===== src/rtl/prio_encoder_rr_if.sv =====
// Request/grant bundle for prio_encoder_rr.
// The request side (req, rr_en) has no handshake; the grant side is a
// valid/ready pair carrying both the encoded index and its one-hot form.
interface prio_encoder_rr_if #(
  parameter int N = 8
) ();
  localparam int W = $clog2(N);

  logic [N-1:0] req;
  logic         rr_en;
  logic         out_ready;
  logic         out_valid;
  logic [W-1:0] out_idx;
  logic [N-1:0] out_onehot;

  // Request source / grant consumer side
  modport master (
    output req,
    output rr_en,
    output out_ready,
    input  out_valid,
    input  out_idx,
    input  out_onehot
  );

  // Encoder side
  modport slave (
    input  req,
    input  rr_en,
    input  out_ready,
    output out_valid,
    output out_idx,
    output out_onehot
  );
endinterface


===== src/rtl/prio_encoder_rr.sv =====
// Registered N-to-log2(N) priority encoder with selectable fixed / round-robin
// arbitration and a one-entry valid/ready output register.
// Fixed mode grants the highest set index. Round-robin mode searches downward
// from a pointer that moves to (granted index - 1) mod N on every accepted
// grant, so a fully loaded request vector is granted N-1, N-2, ..., 0, N-1, ...
module prio_encoder_rr #(
  parameter int N = 8
) (
  input  logic             clk,
  input  logic             rst_n,
  prio_encoder_rr_if.slave bus
);
  localparam int W = $clog2(N);

  localparam logic [W-1:0] IDX_ZERO  = {W{1'b0}};
  localparam logic [W-1:0] IDX_ONE   = W'(1'b1);
  localparam logic [W-1:0] PTR_RESET = W'(N - 1);
  localparam logic [N-1:0] OH_ZERO   = {N{1'b0}};
  localparam logic [N-1:0] OH_ONE    = N'(1'b1);

  // Circular predecessor of idx within 0..N-1. The wrap uses N, not 2^W,
  // so non-power-of-two N never produces an index >= N.
  function automatic logic [W-1:0] dec_mod_n(input logic [W-1:0] idx);
    logic [W-1:0] res;
    if (idx == IDX_ZERO) begin
      res = PTR_RESET;
    end else begin
      res = idx - IDX_ONE;
    end
    return res;
  endfunction

  // Highest set index of r; caller guarantees r is non-zero when it matters.
  function automatic logic [W-1:0] pick_fixed(input logic [N-1:0] r);
    logic [W-1:0] res;
    logic [W-1:0] bit_idx;
    res = IDX_ZERO;
    for (int i = 0; i < N; i++) begin
      bit_idx = W'(i);
      if (r[bit_idx]) begin
        res = bit_idx;
      end else begin
        res = res;
      end
    end
    return res;
  endfunction

  // First set index of r in the order start, start-1, ..., 0, N-1, ..., start+1.
  function automatic logic [W-1:0] pick_rr(input logic [N-1:0] r,
                                           input logic [W-1:0] start);
    logic [W-1:0] res;
    logic [W-1:0] cand_idx;
    logic         found;
    int           cand;
    res   = IDX_ZERO;
    found = 1'b0;
    for (int k = 0; k < N; k++) begin
      cand = int'(start) - k;
      if (cand < 0) begin
        cand = cand + N;
      end else begin
        cand = cand;
      end
      cand_idx = W'(cand);
      if (!found && r[cand_idx]) begin
        res   = cand_idx;
        found = 1'b1;
      end else begin
        res   = res;
        found = found;
      end
    end
    return res;
  endfunction

  logic         out_valid_q, out_valid_d;
  logic [W-1:0] out_idx_q,   out_idx_d;
  logic [N-1:0] out_onehot_q, out_onehot_d;
  logic [W-1:0] ptr_q,       ptr_d;

  logic         accept;
  logic         load;
  logic         any_req;
  logic [W-1:0] winner;

  // Handshake decode: a grant leaves on accept, a new one may enter on load.
  always_comb begin
    accept = out_valid_q && bus.out_ready;
    load   = !out_valid_q || bus.out_ready;
  end

  // Round-robin pointer: moves below the grant being accepted in rr mode,
  // otherwise keeps its value so rr mode resumes where it left off.
  always_comb begin
    if (accept && bus.rr_en) begin
      ptr_d = dec_mod_n(out_idx_q);
    end else begin
      ptr_d = ptr_q;
    end
  end

  // Winner search. The rr search starts from the already-advanced pointer so
  // a grant accepted this cycle is not granted again on the same load.
  always_comb begin
    any_req = |bus.req;
    if (bus.rr_en) begin
      winner = pick_rr(bus.req, ptr_d);
    end else begin
      winner = pick_fixed(bus.req);
    end
  end

  // Output register next-state: reload on load, hold bit-stable while stalled.
  always_comb begin
    if (load) begin
      if (any_req) begin
        out_valid_d  = 1'b1;
        out_idx_d    = winner;
        out_onehot_d = OH_ONE << winner;
      end else begin
        out_valid_d  = 1'b0;
        out_idx_d    = IDX_ZERO;
        out_onehot_d = OH_ZERO;
      end
    end else begin
      out_valid_d  = out_valid_q;
      out_idx_d    = out_idx_q;
      out_onehot_d = out_onehot_q;
    end
  end

  // State flops; reset drops any held grant and rewinds the pointer to N-1.
  always_ff @(posedge clk) begin
    if (!rst_n) begin
      out_valid_q  <= 1'b0;
      out_idx_q    <= IDX_ZERO;
      out_onehot_q <= OH_ZERO;
      ptr_q        <= PTR_RESET;
    end else begin
      out_valid_q  <= out_valid_d;
      out_idx_q    <= out_idx_d;
      out_onehot_q <= out_onehot_d;
      ptr_q        <= ptr_d;
    end
  end

  assign bus.out_valid  = out_valid_q;
  assign bus.out_idx    = out_idx_q;
  assign bus.out_onehot = out_onehot_q;
endmodule


===== src/flat_wrapper.sv =====
// flat-port wrapper written by rule: the top's interface ports become plain ports
module prio_encoder_rr_flat 
#(
  parameter int N = 8
)
  (clk, rst_n, bus_req, bus_rr_en, bus_out_ready, bus_out_valid, bus_out_idx, bus_out_onehot);
  prio_encoder_rr_if #(.N(N)) bus_i ();
  input  logic clk;
  input  logic rst_n;
  input wire logic [$bits(bus_i.req)-1:0] bus_req;
  input wire logic [$bits(bus_i.rr_en)-1:0] bus_rr_en;
  input wire logic [$bits(bus_i.out_ready)-1:0] bus_out_ready;
  output wire logic [$bits(bus_i.out_valid)-1:0] bus_out_valid;
  output wire logic [$bits(bus_i.out_idx)-1:0] bus_out_idx;
  output wire logic [$bits(bus_i.out_onehot)-1:0] bus_out_onehot;
  assign bus_i.req = bus_req;
  assign bus_i.rr_en = bus_rr_en;
  assign bus_i.out_ready = bus_out_ready;
  assign bus_out_valid = bus_i.out_valid;
  assign bus_out_idx = bus_i.out_idx;
  assign bus_out_onehot = bus_i.out_onehot;
  prio_encoder_rr #(.N(N)) u_core (.clk(clk), .rst_n(rst_n), .bus(bus_i));
endmodule

===== config.mk =====
export PLATFORM = sky130hd
export DESIGN_NAME = prio_encoder_rr_flat
export DESIGN_NICKNAME = d
export VERILOG_FILES = /design/src/rtl/prio_encoder_rr_if.sv /design/src/rtl/prio_encoder_rr.sv /design/src/flat_wrapper.sv
export SDC_FILE = /design/constraint.sdc
export NUM_CORES = 1
export LEC_CHECK = 0
export ABC_AREA = 1
export CAP_MARGIN = 0
export CORE_MARGIN = 5
export CORE_UTILIZATION = 56
export CTS_CLUSTER_DIAMETER = 120
export DETAILED_ROUTE_END_ITERATION = 8
export PLACE_DENSITY = 0.81
export SLEW_MARGIN = 25
export SYNTH_ARGS = -nofsm -noshare
export SYNTH_HDL_FRONTEND = slang
export SYNTH_SLANG_ARGS = --single-unit

===== constraint.sdc =====
create_clock -name clk -period 3.6 [get_ports clk]
set_input_delay 0.72 -clock clk [delete_from_list [all_inputs] [get_ports clk]]
set_output_delay 0.72 -clock clk [all_outputs]
set_load 0.05 [all_outputs]

After elaboration in Yosys (flattened, before gate mapping)
Cells that the tools add are included.
- register bits after elaboration: 15
- bits of input ports: 12
- $add $sub $neg: 16
- $lt $le $gt $ge: 16
- shift operators: 1
- muxes and demuxes: 67
- reductions and logical operators: 20
- operator list (kind ; count):
    3-bit 2-to-1 mux ; 32
    3-bit by 4-bit less-than comparator with 1-bit output, second input constant ; 8
    4-bit by 1-bit less-than comparator with 1-bit output, second input constant ; 7
    3-bit by 1-bit adder with 3-bit output, second input constant ; 8
    1-bit binary-select mux with 3-bit select ; 8
    1-bit 2-to-1 mux ; 24
    3-bit by 3-bit subtractor with 4-bit output, second input constant ; 4
    1-bit logical AND ; 9
    1-bit zero test ; 8
    8-bit 2-to-1 mux ; 1
    8-bit OR reduction ; 1
    1-bit by 3-bit << shifter with 8-bit output, first input constant ; 1
    3-bit by 2-bit subtractor with 4-bit output, second input constant ; 2
    2-bit 2-to-1 mux ; 2
    3-bit by 1-bit subtractor with 4-bit output, second input constant ; 1
    3-bit zero test ; 1
    3-bit by 1-bit less-than comparator with 1-bit output, second input constant ; 1
    3-bit by 1-bit subtractor with 3-bit output, second input constant ; 1
    1-bit logical OR ; 1

Longest topological paths before layout
Gate-level depths: netlist of the first run.
- depth in word-level cells: 40
- gate-level depth with buffers: 28

Least setup slack after synthesis of the first run
OpenSTA, ideal clock, no wires.
- kind: register to register
- start: register u_core.out_idx_q[0] (netlist: u_core.bus.out_idx[0])
- end: register u_core.out_onehot_q[0] (netlist: u_core.bus.out_onehot[0])
- arrival time: 3189 ps
- data required time: 3472 ps
- path slack: 283 ps
- stages on the path, launching flop included: 27
- buffers on the path: 1
- cells stage by stage: dfxtp_1 -> inv_1 -> ha_1 -> ha_1 -> inv_1 -> nand2_1 -> nand2_4 -> nand2_4 -> buf_8 -> ha_1 -> inv_1 -> nand3_1 -> nand3_1 -> nand2_1 -> nand4_4 -> nor2_4 -> nand2_1 -> nand2_1 -> inv_1 -> nand2_1 -> nand2_1 -> nand2_1 -> nand2_1 -> nand3_1 -> nor2_1 -> nor2_1 -> nor2_1
- cells in the longest elaborated chain, start to end: 40
- elaborated cells on any way between the ends: 98
- those cells by class: add/sub (16); order compare (8); shift (1); mux (58); reduce/logical (15)
- ends and longest elaborated chain (what ; line ; text):
    from (decl) ; prio_encoder_rr.sv:78 ; logic [W-1:0] out_idx_q, out_idx_d;
    from (signal assigned) ; prio_encoder_rr.sv:142 ; out_idx_q <= out_idx_d;
    3-bit by 1-bit subtractor with 3-bit output / 3-bit zero test (equally long branches) ; prio_encoder_rr.sv:28, prio_encoder_rr.sv:25 ;
    3-bit 2-to-1 mux (*) ; prio_encoder_rr.sv:25 ; if (idx == IDX_ZERO) begin
    3-bit 2-to-1 mux (*) ; prio_encoder_rr.sv:96 ; if (accept && bus.rr_en) begin
    via u_core.ptr_d[0] ; prio_encoder_rr.sv:80 ; logic [W-1:0] ptr_q, ptr_d;
    branches (longest 33 deep; another with 3-bit by 1-bit subtractor with 4-bit output) ; -- ;
    3-bit 2-to-1 mux (*) ; prio_encoder_rr.sv:66 ; if (!found && r[cand_idx]) begin
    3-bit 2-to-1 mux (*) ; prio_encoder_rr.sv:107 ; if (bus.rr_en) begin
    1-bit by 3-bit << shifter with 8-bit output (*) ; prio_encoder_rr.sv:120 ; out_onehot_d = OH_ONE << winner;
    8-bit 2-to-1 mux (*) ; prio_encoder_rr.sv:117 ; if (any_req) begin
    to (signal assigned) ; prio_encoder_rr.sv:143 ; out_onehot_q <= out_onehot_d;
    to (decl) ; prio_encoder_rr.sv:79 ; logic [N-1:0] out_onehot_q, out_onehot_d;
Mark *: on every way through the listed nets, which the timed path passes. The select of a mux whose other input is x is not followed.
A chain may end at the register's enable or synchronous reset.

Worst setup path in the final report of the first run
- start: register u_core.out_idx_q[0] (netlist: u_core.bus.out_idx[0])
- end: register u_core.out_onehot_q[3] (netlist: u_core.bus.out_onehot[3])
- cells in the longest elaborated chain, start to end: 40
- elaborated cells on any way between the ends: 98
- those cells by class: add/sub (16); order compare (8); shift (1); mux (58); reduce/logical (15)
- ends and longest elaborated chain (what ; line):
    3-bit by 1-bit subtractor with 3-bit output / 3-bit zero test (equally long branches) ; prio_encoder_rr.sv:28, prio_encoder_rr.sv:25
    3-bit 2-to-1 mux (*) ; prio_encoder_rr.sv:25
    3-bit 2-to-1 mux (*) ; prio_encoder_rr.sv:96
    branches (longest 33 deep; another with 3-bit by 1-bit subtractor with 4-bit output) ; --
    3-bit 2-to-1 mux (*) ; prio_encoder_rr.sv:66
    3-bit 2-to-1 mux (*) ; prio_encoder_rr.sv:107
    1-bit by 3-bit << shifter with 8-bit output (*) ; prio_encoder_rr.sv:120
    8-bit 2-to-1 mux (*) ; prio_encoder_rr.sv:117
Every way passes the cells marked *. The select of a mux whose other input is x is not followed.

==> results.ini, run 1 <==
[yosys]
synth_nets=336
syn_area_per_cell_um2=5.63
yosys_register_bits=15
netlist_instances=321
synth_area_um2=1810
yosysUniqueCellTypes=30
synthXorXnorAreaFrac_pct=0
seq_area_frac_synth_pct=16.6
synth_top_family_by_area=simple AND/OR/NAND/NOR gates
synth-adder-area-share_pct=2.08
synthMuxAreaShare_pct=0
yosys_warnings=0
synth_simple_gate_area_share_pct=63.7
synth_compound_area_share_pct=6.23

[cts]
clockBufferDepth=2
htree_num_levels=1
cts_buffers=3
clk_pin_slew_worst_paths_ns=0.09
cts_root_buffer=clkbuf_4
clock_sink_count=15
clk_latency_ns=0.29
cts_tree=built

[route]
via_per_inst=5.30
vias=2089
drtPass1Iterations=4
wire_per_inst_um=12.7
antenna_left=0
finalWirelength_um=4990
remaining_drc_errors=0
drt_iter0_drc=155

[worst_setup_path]
crit_chain=inv_1, ha_1, ha_1, inv_1, nand2_1, nand2_4, nand2_4, ha_1, inv_1, nand3_1, nand3_1, nand2_1, nand4_4, nor2_4, nand4_1, nand3_1, nor2_2, nor2_4, nand2_1, nor2_1, nor2_1, nor2_1
critPathKind=flop to flop
cp_num_buf_inv=3
worst_ep_arrival_time_ns=3.24
cpPeakStageDelay_ns=0.39
critPathCaptureType=flop
cp-start-kind=flop
critical-path-slowest-cell=dfxtp_1
critical_path.top_delay_family=simple AND/OR/NAND/NOR gates
crit_fanout=6
required_ns=3.84

[timing]
rsz0062_at_grt=no
period_share_pct=83.5
holdWs_ns=0.476
final.setup.tns_ns=0
setup_viol=0
skew_ns=0.0101
fmax_mhz=333
post-route-min-period_ns=3.00
final_max_slew_viol_count=0
maxSlewHeadroom_pct=66.1
finalHoldViolCount=0
tightest_slew_ns=0.507

[placed_design]
placed_cells=390
gp_congestion=0.955
dp_hpwl_um=4090
port_buffers=23

[grt]
grt.total_usage_pct=25.7
grt_max_degree=13
grt_overflow=0
grt_pass1_vias=2056
grt_first_pass_wirelength_um=8870
antenna_found_initial=0

[finish]
drive_gt1_share_pct=14.9
regArea_um2=300
fillers=301
mostFrequentLayoutCell=nand2_1
areaGrowthSynthToFinish_pct=19.4
final_cell_mix=102 x nand2_1, 54 x nand3_1, 36 x inv_1
fin_nets=366
stdcell_count=394
antenna_cells=0
multi_input_area_um2=1310

[power]
ir_drop_v=0.000289
p_per_area_nw_per_um2=310
p_leak_nw=1.10
finalPower_mw=0.668

[die]
die-area_um2=4460
initial_utilization_pct=58.7
chipHeight_um=66.8
pin_count=24
die_w_um=66.8
rows=20
core_um2=3080

[job]
cap_violations=0

[run_status]
outcome=completed

[hold_path]
hp-class=flop to flop

[cell usage after synthesis, drive strengths merged]
cell type / n / area (um^2)
or2: 1 / 6.26
dfxtp: 15 / 300
o21ai: 3 / 18.8
a21boi: 1 / 7.51
nand4: 14 / 103
buf: 5 / 43.8
clkbuf: 1 / 3.75
ha: 3 / 37.5
nand2: 122 / 543
nor2: 40 / 188
clkinv: 1 / 3.75
a31o: 1 / 8.76
nand3: 57 / 300
a21oi: 14 / 77.6
nor3: 1 / 5.00
inv: 41 / 154
nor4: 1 / 6.26
[report_power, final]
part | leakage (nW) | switching, mW | internal, mW
sequential | 0.123 | 0.00848 | 0.177
clock | 0.0177 | 0.0554 | 0.0414
combinational | 0.955 | 0.257 | 0.129
total | 1.10 | 0.321 | 0.347
[per-layer routing]
layer / vias to the layer above / track usage [%] / share of wire, %
met2: 57 / 44.6 / 49
met4: 0 / 13.5 / 3.5
li1: 1093 / - / -
met5: - / 0 / 0
met1: 924 / 30.3 / 43
met3: 15 / 3.54 / 4.4
[worst reg2reg max path: cells and delay by family (launching register included)]
kind | cells | cell delay [ns]
buffers and inverters | 3 | 0.21
adder cells (fa/ha/maj) | 3 | 0.70
flip-flops | 1 | 0.39
AND/OR/NAND/NOR | 16 | 1.66
[flip-flops by register name, summed over array words and instances (netlist names)]
name,flops
u_core.bus.out_idx,3
u_core.bus.out_onehot,8
u_core.bus.out_valid,1
u_core.ptr_q,3
[area by class of cell]
cell class | count | share of cell area, %
clock buffer | 3 | 1.04
tap | 44 | 2.55
clock inverter | 1 | 0.232
multi-input combinational | 258 | 60.7
sequential | 15 | 13.9
timing repair buffer | 31 | 14.3
inverter | 42 | 7.31
[metrics by stage]
stage	area, um^2	utilization [%]	setup slack, ns
5_1_grt	2160	70.1	0.229
3_3_place_gp	2120	68.8	0.0957
3_5_place_dp	2120	68.8	0.0338
2_1_floorplan	1810	-	0.283
6_report	2160	70.1	0.596
4_1_cts	2140	69.7	0.327
[worst paths after layout]
kind | slack, ns | cells after the start | end | from
setup / recovery | 0.60 | 22 | u_core.bus.out_onehot[3]$_SDFFE_PN0P_ | u_core.bus.out_idx[0]$_SDFFE_PN0P_
setup reg to reg | 0.60 | 22 | u_core.bus.out_onehot[3]$_SDFFE_PN0P_ | u_core.bus.out_idx[0]$_SDFFE_PN0P_
hold reg to reg | 0.48 | 2 | u_core.bus.out_onehot[7]$_SDFFE_PN0P_ | u_core.bus.out_onehot[7]$_SDFFE_PN0P_
hold / removal | 0.48 | 2 | u_core.bus.out_onehot[7]$_SDFFE_PN0P_ | u_core.bus.out_onehot[7]$_SDFFE_PN0P_
[kinds of logic after synthesis]
kind of cell | count (synthesis)
simple gates | 236
buf+inv | 48
compound gates | 19
flops | 15
fa+ha+maj | 3
[timing repair]
| action | 4_1_cts | 5_1_grt |
|---|---|---|
| endpoints found under the setup margin | 0 | 3 |
| gates resized for setup | 0 | 3 |
| hold buffers | 0 | 0 |
| buffers inserted | 0 | 0 |
Power figures use the tool's default switching activity.
==> run 2, diff against run 1 <==
clock period = 2.8 ns   (was 3.6 ns; I/O delays follow)
==> run 2 against run 1 <==
The flow now finishes with violations (setup timing). Cell area rose by 29%. Via count grew 28%. Sequential power rose by 30%. Critical path type unchanged.
==> results.ini, run 2 (synthesis results as in run 1) <==
[run_status]
outcome=finished, violations left  ; was completed
violations=setup timing

[grt]
grt_max_degree=13  ; unchanged
grt_first_pass_wirelength_um=8800  ; was 8870 um
grt_pass1_vias=2002  ; was 2056
antenna_found_initial=0  ; unchanged
grt_overflow=0  ; unchanged
grt.total_usage_pct=25.2  ; was 25.7%

[cts]
ctsHoldBuffers=0  ; unchanged
clk_latency_ns=0.30  ; was 0.29 ns
clk_pin_slew_worst_paths_ns=0.11  ; was 0.09 ns
cts_buffers=3  ; unchanged
clock_sink_count=15  ; unchanged
cts_root_buffer=clkbuf_4  ; unchanged
htree_num_levels=1  ; unchanged
clockBufferDepth=2  ; unchanged
cts_tree=built  ; unchanged

[job]
cap_violations=0  ; unchanged

[worst_setup_path]
reg2reg_from=u_core.bus.out_idx[0]$_SDFFE_PN0P_  ; unchanged
critPathKind=flop to flop  ; unchanged
cp-start-kind=flop  ; unchanged
crit_start=u_core.bus.out_idx[0]$_SDFFE_PN0P_  ; unchanged
worst_ep_arrival_time_ns=3.22  ; was 3.24 ns
r2r_cells=23  ; was 22
critPathCaptureType=flop  ; unchanged
required_ns=3.02  ; was 3.84 ns
crit_fanout=9  ; was 6

[hold_path]
hold_path_depth=2  ; unchanged
hp-class=flop to flop  ; unchanged
min_from=u_core.bus.out_idx[2]$_SDFFE_PN0P_  ; was u_core.bus.out_onehot[7]$_SDFFE_PN0P_

[finish]
areaGrowthSynthToFinish_pct=54.5  ; was 19.4%
regArea_um2=310  ; was 300 um^2
final_cell_mix=80 x nand2_1, 45 x buf_4, 33 x nand3_1  ; was 102 x nand2_1, 54 x nand3_1, 36 x inv_1
mostFrequentLayoutCell=nand2_1  ; unchanged
antenna_cells=0  ; unchanged
fin_util_pct=90.7  ; was 70.1%
multi_input_area_um2=1600  ; was 1310 um^2
fin_nets=408  ; was 366
fillers=152  ; was 301
largest_register_ffs=8  ; unchanged
drive_gt1_share_pct=40.6  ; was 14.9%

[route]
via_per_inst=6.13  ; was 5.30
remaining_drc_errors=0  ; unchanged
drt_iter0_drc=422  ; was 155
drtPass1Iterations=6  ; was 4
vias=2674  ; was 2089
finalWirelength_um=7550  ; was 4990 um
wire_per_inst_um=17.3  ; was 12.7 um
antenna_left=0  ; unchanged

[power]
p_per_area_nw_per_um2=401  ; was 310 nW/um^2
p_leak_nw=1.36  ; was 1.10 nW
ir_drop_v=0.000283  ; was 0.000289 V
finalPower_mw=1.12  ; was 0.668 mW

[timing]
final_max_slew_viol_count=0  ; unchanged
fmax_mhz=333  ; about the same
fin_ws_ns=-0.200  ; was 0.596 ns
rsz0062_at_grt=yes  ; was no
period_share_pct=107  ; was 83.5%
tightest_slew_ns=0.679  ; was 0.507 ns
finalHoldViolCount=0  ; unchanged
post-route-min-period_ns=3.00  ; about the same
maxSlewHeadroom_pct=54.3  ; was 66.1%
setup_viol=11  ; was 0
skew_ns=0.0174  ; was 0.0101 ns
final.setup.tns_ns=-1.52  ; was 0 ns

[placed_design]
port_buffers=23  ; unchanged
gp_congestion=0.933  ; was 0.955
dp_slack_ns=-0.604  ; was 0.0338 ns
dp_hpwl_um=4360  ; was 4090 um

[die]
core_um2=3080  ; unchanged
rows=20  ; unchanged
initial_utilization_pct=58.7  ; unchanged
pin_count=24  ; unchanged
chipHeight_um=66.8  ; unchanged
die-area_um2=4460  ; unchanged
die_w_um=66.8  ; unchanged

[run 2: cell count changes in the layout (fill, tap and decap cells not counted), moves of 3 or more]
cell	before	now
ha_1	3	0
inv_2	5	10
nand2_4	7	12
inv_1	36	30
nand2_2	13	29
buf_6	0	3
ha_4	0	3
nor2_1	33	29
buf_4	7	45
nand3_4	1	4
dfxtp_1	15	11
nand2_1	102	80
nand3_2	2	20
nand3_1	54	33
[run 2: per-stage QoR]
stage | instances | hold WS [ns] | area [um^2]
floorplan | 321 | 0.558 | 1850
global placement | 416 | 0.456 | 2360
detailed placement | 416 | 0.469 | 2360
CTS | 423 | 0.482 | 2430
global route | 436 | 0.498 | 2790
finish | 436 | 0.479 | 2790
[run 2: metal layers]
layer	vias to the layer above	GRT usage, %	part of all wire (%)
met1	1175	36.7	38
met5	-	0	0
met3	66	4.05	11
met2	247	38.5	45
met4	0	5.33	5.9
li1	1186	-	-
[run 2: final cells by class]
class                           instances  area share [%]
Multi-Input combinational cell        258            57.5
Clock buffer                            3           0.807
Inverter                               42            5.83
Sequential cell                        15            11.1
Clock inverter                          1           0.179
Timing Repair Buffer                   73            22.6
Tap cell                               44            1.97
[run 2: worst max-delay path: stages (launching register included)]
cell and delay (ns):
dfxtp_4 0.39, inv_4 0.04, ha_4 0.15, ha_4 0.15
inv_2 0.05, nand2_2 0.07, nand2_4 0.10, buf_6 0.16
nand3_1 0.11, nand3_1 0.18, nand2_1 0.13, nand2_1 0.11
nand2_1 0.09, nand3_1 0.12, nor2_1 0.06, nor2_1 0.11
nand2_1 0.07, nor2_1 0.11, nand3_2 0.12, nor2_4 0.15
nor2_4 0.07, nor2_2 0.16, nand3_2 0.10, a21oi_2 0.14
[run 2: where the power goes]
| group | internal [mW] | switching, mW | total, mW |
|---|---|---|---|
| registers | 0.229 | 0.0120 | 0.241 |
| clock network | 0.0532 | 0.0793 | 0.133 |
| logic | 0.288 | 0.458 | 0.746 |
[run 2: repair_timing]
action / CTS / global route
setup buffers: 3 / 13
pin swaps: 6 / 44
endpoints found under the setup margin: 11 / 11
gates resized for setup: 8 / 69
[run 2: worst paths after layout]
check,endpoint,slack (ns)
setup / recovery,u_core.bus.out_onehot[4]$_SDFFE_PN0P_,-0.20
setup reg to reg,u_core.bus.out_onehot[4]$_SDFFE_PN0P_,-0.20
hold / removal,u_core.bus.out_idx[2]$_SDFFE_PN0P_,0.48
hold reg to reg,u_core.bus.out_idx[2]$_SDFFE_PN0P_,0.48
